## config.mk

```make
export PLATFORM = sky130hd
export DESIGN_NAME = uart_stream_scheduler
export DESIGN_NICKNAME = d
export VERILOG_FILES = /design/src/rtl/uart_pkg.sv /design/src/rtl/rr_arbiter.sv /design/src/rtl/uart_stream_scheduler.sv
export SDC_FILE = /design/constraint.sdc
export NUM_CORES = 1
export LEC_CHECK = 0
export CORE_MARGIN = 5
export CORE_UTILIZATION = 46
export DETAILED_ROUTE_END_ITERATION = 10
export PLACE_DENSITY = 0.85
export SETUP_SLACK_MARGIN = 0.5
export SKIP_LAST_GASP = 1
export SYNTH_ARGS = -nofsm -noshare
export SYNTH_HDL_FRONTEND = slang
export SYNTH_SLANG_ARGS = --single-unit
```

## constraint.sdc

```tcl
create_clock -name clock -period 5.2 [get_ports clock]
set_input_delay 1.56 -clock clock [delete_from_list [all_inputs] [get_ports clock]]
set_output_delay 1.56 -clock clock [all_outputs]
set_load 0.01 [all_outputs]
```

## src/rtl/uart_pkg.sv

```systemverilog
// Shared types and packet-format helpers for the UART stream scheduler.
// Packet layout: sync, channel id, sample MSB, sample LSB, XOR of the first four.
package uart_pkg;

  typedef enum logic [1:0] {
    IDLE      = 2'd0,
    SEND      = 2'd1,
    WAIT_ACK  = 2'd2,
    WAIT_DONE = 2'd3
  } state_t;

  localparam int PKT_LEN = 5;

  localparam logic [2:0] IDX_SYNC = 3'd0;
  localparam logic [2:0] IDX_CH   = 3'd1;
  localparam logic [2:0] IDX_MSB  = 3'd2;
  localparam logic [2:0] IDX_LSB  = 3'd3;
  localparam logic [2:0] IDX_CSUM = 3'd4;

  localparam logic [7:0] DEFAULT_SYNC_BYTE = 8'hA5;

  function automatic logic [7:0] pkt_byte(input logic [2:0]  idx,
                                          input logic [7:0]  sync,
                                          input logic [2:0]  ch,
                                          input logic [15:0] smp);
    logic [7:0] ch_byte;
    ch_byte = {5'b0, ch};
    case (idx)
      IDX_SYNC: pkt_byte = sync;
      IDX_CH:   pkt_byte = ch_byte;
      IDX_MSB:  pkt_byte = smp[15:8];
      IDX_LSB:  pkt_byte = smp[7:0];
      default:  pkt_byte = sync ^ ch_byte ^ smp[15:8] ^ smp[7:0];
    endcase
  endfunction

endpackage

```

## src/rtl/rr_arbiter.sv

```systemverilog
// Round-robin arbiter: the requester nearest after the last winner gets the grant.
// The pointer only moves when the caller accepts the grant via advance.
module rr_arbiter #(
  parameter int N = 4
) (
  input  logic         clock,
  input  logic         reset_n,
  input  logic [N-1:0] req,
  input  logic         advance,
  output logic [N-1:0] grant
);

  localparam int PW = (N > 1) ? $clog2(N) : 1;

  logic [PW-1:0] last;
  logic [PW-1:0] winner;
  logic [PW-1:0] idx;

  // Scan from lowest to highest priority so the nearest requester overwrites.
  always_comb begin
    grant  = '0;
    winner = last;
    idx    = '0;
    for (int i = N; i >= 1; i--) begin
      idx = PW'((int'(last) + i) % N);
      if (req[idx]) begin
        grant      = '0;
        grant[idx] = 1'b1;
        winner     = idx;
      end
    end
  end

  always_ff @(posedge clock or negedge reset_n) begin
    if (!reset_n) begin
      last <= PW'(N - 1);
    end else if (advance && (|req)) begin
      last <= winner;
    end
  end

endmodule

```

## src/rtl/uart_stream_scheduler.sv

```systemverilog
// Grants beamformer channels round-robin and serialises each captured sample
// as a 5-byte packet through a START/BUSY handshaked UART transmitter.
module uart_stream_scheduler
  import uart_pkg::*;
#(
  parameter int         NUM_CH      = 4,
  parameter logic [7:0] SYNC_BYTE   = DEFAULT_SYNC_BYTE,
  parameter int         ACK_TIMEOUT = 16
) (
  input  logic                 clock,
  input  logic                 reset_n,
  input  logic                 enable,
  input  logic                 stop,
  input  logic [NUM_CH-1:0]    req,
  input  logic [NUM_CH*16-1:0] sample,
  output logic [NUM_CH-1:0]    grant,
  output logic                 tx_start,
  output logic [7:0]           tx_data,
  input  logic                 tx_busy,
  output logic                 pkt_done,
  output logic                 pkt_abort,
  output logic                 active,
  output logic                 err_timeout
);

  localparam int CW = (ACK_TIMEOUT > 1) ? $clog2(ACK_TIMEOUT) : 1;

  state_t            state, state_next;
  logic [2:0]        idx;
  logic [CW-1:0]     cnt;
  logic              stop_pend;
  logic [15:0]       smp_q;
  logic [2:0]        ch_q;
  logic              err_q;
  logic [NUM_CH-1:0] grant_q;
  logic              done_q;
  logic              abort_q;

  logic              take, retry, fin, drop, step;
  logic [NUM_CH-1:0] arb_grant;
  logic [15:0]       win_sample;
  logic [2:0]        win_ch;

  rr_arbiter #(.N(NUM_CH)) u_arb (
    .clock   (clock),
    .reset_n (reset_n),
    .req     (req),
    .advance (take),
    .grant   (arb_grant)
  );

  always_comb begin
    win_sample = '0;
    win_ch     = '0;
    for (int k = 0; k < NUM_CH; k++) begin
      if (arb_grant[k]) begin
        win_sample = sample[16*k +: 16];
        win_ch     = 3'(k);
      end
    end
  end

  always_comb begin
    state_next = state;
    take       = 1'b0;
    retry      = 1'b0;
    fin        = 1'b0;
    drop       = 1'b0;
    step       = 1'b0;
    case (state)
      IDLE: begin
        if (enable && !stop && (|req)) begin
          take       = 1'b1;
          state_next = SEND;
        end
      end
      SEND: state_next = WAIT_ACK;
      WAIT_ACK: begin
        if (tx_busy) begin
          state_next = WAIT_DONE;
        end else if (cnt == CW'(ACK_TIMEOUT - 1)) begin
          retry      = 1'b1;
          state_next = SEND;
        end
      end
      WAIT_DONE: begin
        // The checksum byte always completes the packet, even with a stop pending.
        if (!tx_busy) begin
          if (idx == IDX_CSUM) begin
            fin        = 1'b1;
            state_next = IDLE;
          end else if (stop_pend || stop) begin
            drop       = 1'b1;
            state_next = IDLE;
          end else begin
            step       = 1'b1;
            state_next = SEND;
          end
        end
      end
      default: state_next = IDLE;
    endcase
  end

  always_ff @(posedge clock or negedge reset_n) begin
    if (!reset_n) begin
      state     <= IDLE;
      idx       <= IDX_SYNC;
      cnt       <= '0;
      stop_pend <= 1'b0;
      smp_q     <= '0;
      ch_q      <= '0;
      err_q     <= 1'b0;
      grant_q   <= '0;
      done_q    <= 1'b0;
      abort_q   <= 1'b0;
    end else begin
      state   <= state_next;
      grant_q <= take ? arb_grant : '0;
      done_q  <= fin;
      abort_q <= drop;
      if (take) begin
        smp_q <= win_sample;
        ch_q  <= win_ch;
        idx   <= IDX_SYNC;
      end else if (step) begin
        idx <= idx + 3'd1;
      end
      if (state == SEND) begin
        cnt <= '0;
      end else if (state == WAIT_ACK && !tx_busy && !retry) begin
        cnt <= cnt + CW'(1);
      end
      if (retry) begin
        err_q <= 1'b1;
      end
      if (fin || drop) begin
        stop_pend <= 1'b0;
      end else if (stop && (state == SEND || state == WAIT_ACK)) begin
        stop_pend <= 1'b1;
      end
    end
  end

  assign grant       = grant_q;
  assign tx_start    = (state == SEND);
  assign active      = (state != IDLE);
  assign tx_data     = active ? pkt_byte(idx, SYNC_BYTE, ch_q, smp_q) : 8'h00;
  assign pkt_done    = done_q;
  assign pkt_abort   = abort_q;
  assign err_timeout = err_q;

endmodule

```

# Word level (Yosys, flattened, before mapping)
# Cells that the tools add are included.
[op_classes]
reduce_logical = 26
n_eq_ne = 11
bitwise = 3
n_mux = 63
addsub = 6
magnitude_cmp = 8
[op_table]
columns = ["operator", "count"]
rows = [
  ["2-to-1 mux 16 bit", 4],
  ["case mux 8 bit (4 select lines)", 1],
  ["2-to-1 mux 1 bit", 29],
  ["2-to-1 mux 4 bit", 7],
  ["2-to-1 mux 2 bit", 8],
  ["bitwise XOR 8 bit", 2],
  ["< comparator 2 x 3 -> 1 bit (second input constant)", 4],
  ["2-to-1 mux 3 bit", 4],
  ["logical AND 1 bit", 10],
  ["binary-select mux 1 bit (select 2 bit)", 4],
  ["demux 1 bit (select 2 bit)", 4],
  ["greater-or-equal comparator 2 x 1 -> 1 bit (second input constant)", 4],
  ["2-to-1 mux 8 bit", 1],
  ["case mux 2 bit (4 select lines)", 1],
  ["nonzero test 2 bit", 4],
  ["equality test 3 x 2 -> 1 bit (second input constant)", 2],
  ["adder 2 x 1 -> 2 bit (second input constant)", 2],
  ["adder 2 bit (second input constant)", 2],
  ["adder 4 x 1 -> 4 bit (second input constant)", 1],
  ["equality test 2 bit (second input constant)", 2],
  ["equality test 4 bit (second input constant)", 1],
  ["inequality test 2 bit (second input constant)", 2],
  ["NOT 2 -> 4 bit", 1],
  ["nonzero test 4 bit", 1],
  ["12 further kinds", 16],
]
[totals]
out_inout_bits = 17
regBits = 38
elab_cells = 128
input_bits = 73

# Longest topological paths before layout
# Gate-level depths: netlist of run 1.
[logic_depth]
depth_word = 13
depth_mapped = 14
depth_no_buf = 8

# By module
# A second synthesis of run 1 with hierarchy kept.
[hier_totals]
cells_unflattened = 297
hier_area_um2 = 2741.4
[by_module_without_submodules]
columns = ["mod", "cells_each", "area_per_inst_um2", "n_inst", "seq_area_each_um2"]
rows = [
  ["uart_stream_scheduler", 255, 2292.2, 1, 875.8],
  ["rr_arbiter", 42, 449.2, 1, 52.6],
]

# Worst setup path before layout of run 1
# OpenSTA, ideal clock, no wires.
[synth_path]
path_kind = "register to output"
from = "register idx[0]"
to = "output port tx_data[0]"
path_slack_ns = 1.662
required_time_ns = 3.640
path_stages_with_launch = 7
arrival_time_ns = 1.978
n_path_buf = 0
path_cell_list = "dfrtp_1 inv_1 ha_1 or3_1 a21oi_1 a21oi_1 a221oi_1"
[synth_via]
elab_chain_cells = 3
word_cells_on_any_way = 6
cone_classes = "3 x eq/ne; 2 x mux; 1 x reduce/logical"
[synth_rtl]
columns = ["element", "line_no", "rtl"]
rows = [
  ["start: declaration", "uart_stream_scheduler.sv:29", "logic [2:0] idx;"],
  ["start signal: assignment", "uart_stream_scheduler.sv:127", "idx <= idx + 3'd1;"],
  ["equality test 3 x 2 -> 1 bit (tied with other cells)", "uart_pkg.sv:28", "case (idx)"],
  ["case mux 8 bit (4 select lines) *", "uart_pkg.sv:28", ""],
  ["2-to-1 mux 8 bit *", "uart_stream_scheduler.sv:148", "assign tx_data = active ? pkt_byte(idx, SYNC_BYTE, ch_q, smp_q) : 8'h00;"],
  ["end: declaration", "uart_stream_scheduler.sv:18", "output logic [7:0] tx_data,"],
]
# Every way passes the cells marked *; elsewhere a longest branch is shown, timed or not.

# Worst setup path in the final report of run 1
[layout_path]
from = "register idx[0]"
to = "output port tx_data[2]"
# Same word-level chain as after synthesis.

==> results of run 1 <==
==> critical path: cells and delay by family, from the launching register on <==
family	cells	cell delay, ns
flip-flops	1	0.40
AND/OR/NAND/NOR	1	0.36
AO/OA/AOI/OAI	3	0.60
adder cells (fa/ha/maj)	1	0.22
buffers and inverters	3	0.93
==> power by group <==
group | internal (W) | leakage, nW | total (W) | switching [W]
clock network | 0.000191 | 0.0681 | 0.000303 | 0.000112
logic | 0.000645 | 1.19 | 0.00144 | 0.000792
registers | 0.000406 | 0.453 | 0.000551 | 0.000145
total | 0.00124 | 1.71 | 0.00229 | 0.00105
==> final timing paths <==
path,startpoint,endpoint
min reg2reg,err_timeout$_DFFE_PN0P_,err_timeout$_DFFE_PN0P_
max,idx[0]$_DFFE_PN0P_,tx_data[2]
max reg2reg,u_arb.last[0]$_DFFE_PN1P_,smp_q[9]$_DFFE_PN0N_
min,err_timeout$_DFFE_PN0P_,err_timeout$_DFFE_PN0P_
max in group asynchronous,reset_n,smp_q[2]$_DFFE_PN0N_
min in group asynchronous,reset_n,smp_q[3]$_DFFE_PN0N_
==> final cells by class <==
class / instances / area, um^2 / share of cell area, %
Tap cell: 77 / 96.3 / 2.42
Timing Repair Buffer: 92 / 908 / 22.8
Clock buffer: 5 / 68.8 / 1.73
Clock inverter: 3 / 65.1 / 1.64
Inverter: 30 / 113 / 2.83
Sequential cell: 37 / 928 / 23.3
Multi-Input combinational cell: 250 / 1800 / 45.2
==> cells in the final DEF (no fill, tap or decap), types with 8 or more instances in the layout <==
master,instances
sky130_fd_sc_hd__a21oi_1,15
sky130_fd_sc_hd__xor2_1,8
sky130_fd_sc_hd__ha_1,18
sky130_fd_sc_hd__nand2_1,32
sky130_fd_sc_hd__inv_1,29
sky130_fd_sc_hd__clkdlybuf4s50_1,88
sky130_fd_sc_hd__nor3_1,18
sky130_fd_sc_hd__dfrtp_1,35
sky130_fd_sc_hd__o311ai_1,16
sky130_fd_sc_hd__o211a_1,16
sky130_fd_sc_hd__nor2_1,47
==> per-layer routing <==
layer / vias to the layer above / track usage, % / share of wire, %
met5: - / 0 / 0
met4: 0 / 8.19 / 3.3
met3: 24 / 3.50 / 6.0
met2: 102 / 37.0 / 52
met1: 1384 / 25.1 / 39
li1: 1364 / - / -
==> through the flow <==
step           std cells  hold WS [ns]  util, %  total power, W
2_1_floorplan        340         0.492        -         0.00158
3_3_place_gp         486         0.462     60.5         0.00191
5_1_grt              494         0.525     62.6         0.00246
6_report             494         0.476     62.6         0.00229
3_5_place_dp         486         0.461     60.5         0.00197
4_1_cts              494         0.484     62.6         0.00228
==> cells by family after synthesis <==
kind of cell             Yosys count  share of synthesized area, %
XOR/XNOR                          14                          4.10
buffers and inverters             53                          9.04
AND/OR/NAND/NOR                  120                          18.7
multiplexers                      12                          5.78
flip-flops                        37                          31.1
AO/OA/AOI/OAI                     86                          23.7
adder cells (fa/ha/maj)           18                          7.54
==> sequential cells by signal (all words and copies together), names as in the netlist <==
name,count
u_arb.last,2
pkt_done,1
state,2
grant,4
smp_q,16
idx,3
ch_q,2
err_timeout,1
stop_pend,1
cnt,4
pkt_abort,1
==> summary.md, run 1 <==
| Metric | Value |
|---|---|
| Placed instance area | `3840 um^2` |
| Critical-path top delay cell | `sky130_fd_sc_hd__clkdlybuf4s50_1` |
| Clock buffers created by TritonCTS | `5` |
| Total detailed-routing wirelength | `8.53 mm` |
| Count of instances resized after the clock tree is built | `0` |
| Fin crit period | `4.37 ns` |
| Buffers added on ports | `89` |
| Initial antenna violation count | `0` |
| Count of mapped cells out of synthesis | `340` |
| Hold Violations, Final | `0` |
| Number of flops mapped to enable cells by yosys | `0` |
| Routed WL per cell | `17.3 um` |
| Register bit total from synthesis | `37` |
| Fin. max-slew vios | `0` |
| Antenna viol nets, final | `0` |
| Vertical extent of the die | `90.6 um` |
| Async set-reset flop share out of synthesis | `100%` |
| Average cell area after synthesis | `8.79 um^2` |
| DR DRC count | `0` |
| Run status | `completed` |
| Max Fanout on Critical Path | `10` |
| Stage delay of the slowest cell on the critical path | `0.64 ns` |
| Area of the mapped netlist | `2990 um^2` |
| Post-CTS Repair Setup Buffers | `0` |
| Total iterations of the first detailed-routing run | `4` |
| Clock-pin slew reported for the worst setup and hold paths after clock tree synthesis | `0.08 ns` |
| Number of library cell types mapped by synthesis | `58` |
| Setup violators final | `0` |
| Clock network latency to the later pin of the worst-skew pair | `0.29 ns` |
| Highest clock rate | `229 MHz` |
| Cell leakage power | `1.71 nW` |
| Library cell occupying the most area in the post-synthesis netlist | `sky130_fd_sc_hd__dfrtp_1` |
| Area contributors post-synth | `sky130_fd_sc_hd__dfrtp_1 (29%), sky130_fd_sc_hd__ha_1 (7.5%), sky130_fd_sc_hd__nor2_1 (5.9%)` |
| Hold buffer count at cts | `0` |
| Layout cell share with drive strength beyond 1 | `6.95%` |
| Clock tree from TritonCTS | `yes` |
| Final period utilization | `84.0%` |
| Most numerous cell in the Yosys netlist | `sky130_fd_sc_hd__nor2_1` |
| Number of cells on the worst hold path | `1` |
| N_diodes | `0` |
| Maximum number of pins on one net before global-route repair | `38` |
| Synth Net Count | `431` |
| Setup repair after global routing missed its margin | `no` |
| Half-perimeter wire length of the detailed placement result | `6.26 mm` |
| Clk root buf | `sky130_fd_sc_hd__clkbuf_8` |
| Kind of path behind the tightest hold check | `flop to flop` |
| Via total after detailed routing | `2,874` |
| Vias in the first global route | `3,038` |
| Worst R2R Setup Slack | `1.41 ns` |
| Wire length of the first global-routing pass | `14.4 mm` |
| Yosys warning total | `0` |
| Total non-filler cell area in the finished layout | `3980 um^2` |
| Number of sinks on the clock net | `37` |
| Accumulated negative setup slack | `0 ns` |
| Worst Setup Path Type | `flop to output port` |
| Share of synthesized area occupied by flip-flops and latches | `31.1%` |
| Count of filler cells inserted in the layout | `513` |
| Critical Path, Cell by Cell | `inv_1 -> ha_1 -> or3_1 -> a21oi_1 -> buf_4 -> a21oi_1 -> a221oi_1 -> clkdlybuf4s50_1` |
| Die area | `8210 um^2` |
| Max-Cap Viols | `0` |
| Vias per cell | `5.82` |
| Setup skew after layout | `0.00787 ns` |
| Commonest cells in the synthesized netlist | `sky130_fd_sc_hd__nor2_1 (47), sky130_fd_sc_hd__dfrtp_1 (35), sky130_fd_sc_hd__nand2_1 (32)` |
| Number of top-level pins | `90` |
| Most repeated library cell on the critical path | `sky130_fd_sc_hd__a21oi_1` |
| Row cnt | `29` |
| Worst slack at placement | `0.793 ns` |
| Critical path required time | `3.64 ns` |
| Commonest register cell after synthesis | `sky130_fd_sc_hd__dfrtp_1` |
| Die X | `90.6 um` |
| Grt ovf | `0` |
| Core Region | `6350 um^2` |
| Deepest level of the CTS H-tree | `2` |
| Signal arrival time at the worst endpoint | `2.81 ns` |
| Transition time at the pin with the least slew margin | `0.917 ns` |
| Max rail drop VDD | `0.289 mV` |
| Total global-route track usage | `20.9%` |
| Area added between synthesis and finish | `33.1%` |
| Critical Path Start Type | `flop` |
| Worst R2R Path Depth | `8` |
| Max-Slew Margin vs Limit | `38.6%` |
| Initial DRC count | `206` |
| Initial core utilization | `47.1%` |
| Power density normalized to cell area | `576 nW/um^2` |
| Final WS setup | `0.833 ns` |
| Area share of the largest cell type after synthesis | `29.3%` |
| Final weighted congestion in routability-driven placement | `0.890` |
| Buffers from clock root to sink, at most | `2` |
| Category of the worst setup path capture point | `output port` |
| Net total in the final layout | `507` |
(Power assumes the default switching activity.)
==> inputs of run 2 (changes only) <==
==> constraint.sdc (replaced) <==
create_clock -name clock -period 4.6 [get_ports clock]
set_input_delay 1.38 -clock clock [delete_from_list [all_inputs] [get_ports clock]]
set_output_delay 1.38 -clock clock [all_outputs]
set_load 0.01 [all_outputs]
==> run 2 against run 1 <==
Effect of this change: final cell count did not move; critical path type unchanged; via count increased by 2.1%; first-iteration DRC count increased by 3.9%; sequential cell count unchanged; sequential power up 13%; clock skew down 0.0043 ns; die area stayed put; utilization shrank 0.49 points; setup slack lost 0.094 ns; power rose by 7.8%; routed wire length down 0.49%; worst hold slack better by 0.017 ns.
==> summary.md, run 2 (synthesis gave the netlist of run 1 again) <==
| Metric | Value |
|---|---|
| Critical Path Start Type | `flop` |
| Internal Dissipation | `0.00130 W` |
| Signal arrival time at the worst endpoint | `2.48 ns` |
| Half-perimeter wire length of the detailed placement result | `6.31 mm` |
| Number of top-level pins | `90` |
| Cell leakage power | `1.73 nW` |
| Accumulated negative setup slack | `0 ns` |
| Total iterations of the first detailed-routing run | `5` |
| Die X | `90.6 um` |
| Highest clock rate | `259 MHz` |
| Wire length of the first global-routing pass | `14.3 mm` |
| Count of filler cells inserted in the layout | `523` |
| Routed WL per cell | `17.2 um` |
| Fin crit period | `3.86 ns` |
| Clock buffers created by TritonCTS | `5` |
| Initial core utilization | `47.1%` |
| Vertical extent of the die | `90.6 um` |
| Commonest cells after routing, fill and taps aside | `sky130_fd_sc_hd__clkdlybuf4s50_1 (83), sky130_fd_sc_hd__nor2_1 (47), sky130_fd_sc_hd__dfrtp_1 (35), sky130_fd_sc_hd__nand2_1 (32), sky130_fd_sc_hd__inv_1 (29)` |
| Initial DRC count | `214` |
| Vias per cell | `5.94` |
| Post-layout utilization of the core | `62.1%` |
| Setup skew after layout | `0.00356 ns` |
| Run status | `completed` |
| Power density normalized to cell area | `626 nW/um^2` |
| Antenna viol nets, final | `0` |
| Grt ovf | `0` |
| Max-Slew Margin vs Limit | `44.1%` |
| Clock tree from TritonCTS | `yes` |
| N_diodes | `0` |
| Setup repair after global routing missed its margin | `no` |
| Setup violators final | `0` |
| Deepest level of the CTS H-tree | `2` |
| Area added between synthesis and finish | `32.1%` |
| Max Fanout on Critical Path | `10` |
| Clock network latency to the later pin of the worst-skew pair | `0.29 ns` |
| Switching fraction of total power | `47.5%` |
| Category of the worst setup path capture point | `output port` |
| Transition time at the pin with the least slew margin | `0.838 ns` |
| Kind of path behind the tightest hold check | `flop to flop` |
| Critical path required time | `3.22 ns` |
| Total global-route track usage | `20.9%` |
| Net total in the final layout | `508` |
| Clock network power share | `9.6%` |
| Hold Violations, Final | `0` |
| Max-Cap Viols | `0` |
| Row cnt | `29` |
| Hold buffer count at cts | `0` |
| Initial antenna violation count | `0` |
| Max rail drop VDD | `0.424 mV` |
| Leading cell type in the layout, fill and taps excluded | `sky130_fd_sc_hd__clkdlybuf4s50_1` |
| Worst Setup Path Type | `flop to output port` |
| Clock-pin slew reported for the worst setup and hold paths after clock tree synthesis | `0.07 ns` |
| Number of sinks on the clock net | `37` |
| Maximum number of pins on one net before global-route repair | `38` |
| Buffers added on ports | `89` |
| Die area | `8210 um^2` |
| Seq pwr share | `25.3%` |
| Total detailed-routing wirelength | `8.48 mm` |
| Register with the highest flop count | `smp_q` |
| Buffers from clock root to sink, at most | `2` |
| Sw power | `0.00117 W` |
| Layout cell share with drive strength beyond 1 | `6.71%` |
| DR DRC count | `0` |
| Share of power burned in combinational logic | `65.1%` |
| Fin. max-slew vios | `0` |
| Number of flip-flops under the largest register name | `16` |
| Vias in the first global route | `3,030` |
| Final period utilization | `83.9%` |
| Core Region | `6350 um^2` |
| Clk root buf | `sky130_fd_sc_hd__clkbuf_8` |
| Via total after detailed routing | `2,934` |
| Final weighted congestion in routability-driven placement | `0.893` |
## run 2: cell types whose count changed in the layout (fill, tap and decap cells not counted), sizes merged
cell	before	now
buf	4	5
bufinv	2	0
clkbuf	5	7
clkdlybuf4s50	88	83
clkinv	1	0
dlygate4sd2	0	1
dlymetal6s2s	0	4
## run 2: path summary, 6_finish.rpt
check / startpoint / end / slack [ns] / cells past startpoint
setup reg to reg: u_arb.last[0]$_DFFE_PN1P_ / smp_q[1]$_DFFE_PN0N_ / 1.14 / 7
hold / removal: err_timeout$_DFFE_PN0P_ / err_timeout$_DFFE_PN0P_ / 0.49 / 1
min in group asynchronous: reset_n / grant[1]$_DFF_PN0_ / 1.18 / 1
setup / recovery: idx[0]$_DFFE_PN0P_ / tx_data[3] / 0.74 / 8
max in group asynchronous: reset_n / err_timeout$_DFFE_PN0P_ / 2.89 / 1
hold reg to reg: err_timeout$_DFFE_PN0P_ / err_timeout$_DFFE_PN0P_ / 0.49 / 1
## run 2: power groups by stage
stage               clock (W)  sequential (W)  combinational, W
floorplan                   0        0.000561           0.00122
global placement            0        0.000616           0.00156
detailed placement          0        0.000625           0.00161
CTS                  0.000237        0.000621           0.00161
global route         0.000253        0.000643           0.00176
finish               0.000237        0.000625           0.00161
## run 2: worst max-delay path, stage by stage, from the launching register on
cell                              delay, ns
sky130_fd_sc_hd__dfrtp_1               0.39
sky130_fd_sc_hd__inv_1                 0.09
sky130_fd_sc_hd__ha_1                  0.22
sky130_fd_sc_hd__or3_1                 0.35
sky130_fd_sc_hd__a21oi_1               0.15
sky130_fd_sc_hd__buf_4                 0.19
sky130_fd_sc_hd__nand2_1               0.06
sky130_fd_sc_hd__a21oi_1               0.17
sky130_fd_sc_hd__clkdlybuf4s50_1       0.58
## run 2: metal layers
layer	share of wire, %	wire length (um)	GRT usage, %	vias to the layer above
met5	0	0	0	-
met2	52	4410	37.3	122
met1	40	3390	24.7	1425
met3	5.0	425	3.17	19
met4	3.1	259	8.56	0
li1	-	-	-	1368
## run 2: stage by stage
step	cell area [um^2]	worst slack (ns)	total power, W	hold WS, ns	instances
4_1_cts	3940	0.514	0.00247	0.493	494
3_5_place_dp	3850	0.625	0.00223	0.474	487
3_3_place_gp	3850	0.704	0.00217	0.464	487
6_report	3950	0.739	0.00247	0.493	494
2_1_floorplan	2990	1.24	0.00178	0.492	340
5_1_grt	3950	0.548	0.00266	0.531	494
## run 2: final cells by class
cell class                      instances  area [um^2]  share of cell area (%)
Clock buffer                            7         86.3                    2.19
Inverter                               30          113                    2.85
Tap cell                               77         96.3                    2.44
Multi-Input combinational cell        250         1800                    45.6
Sequential cell                        37          928                    23.5
Timing Repair Buffer                   93          925                    23.4
## run 2: timing repair
item / CTS / global route
setup buffers: 0 / 0
pin swaps: 0 / 0
gates resized for setup: 1 / 4
setup endpoints to repair: 1 / 4
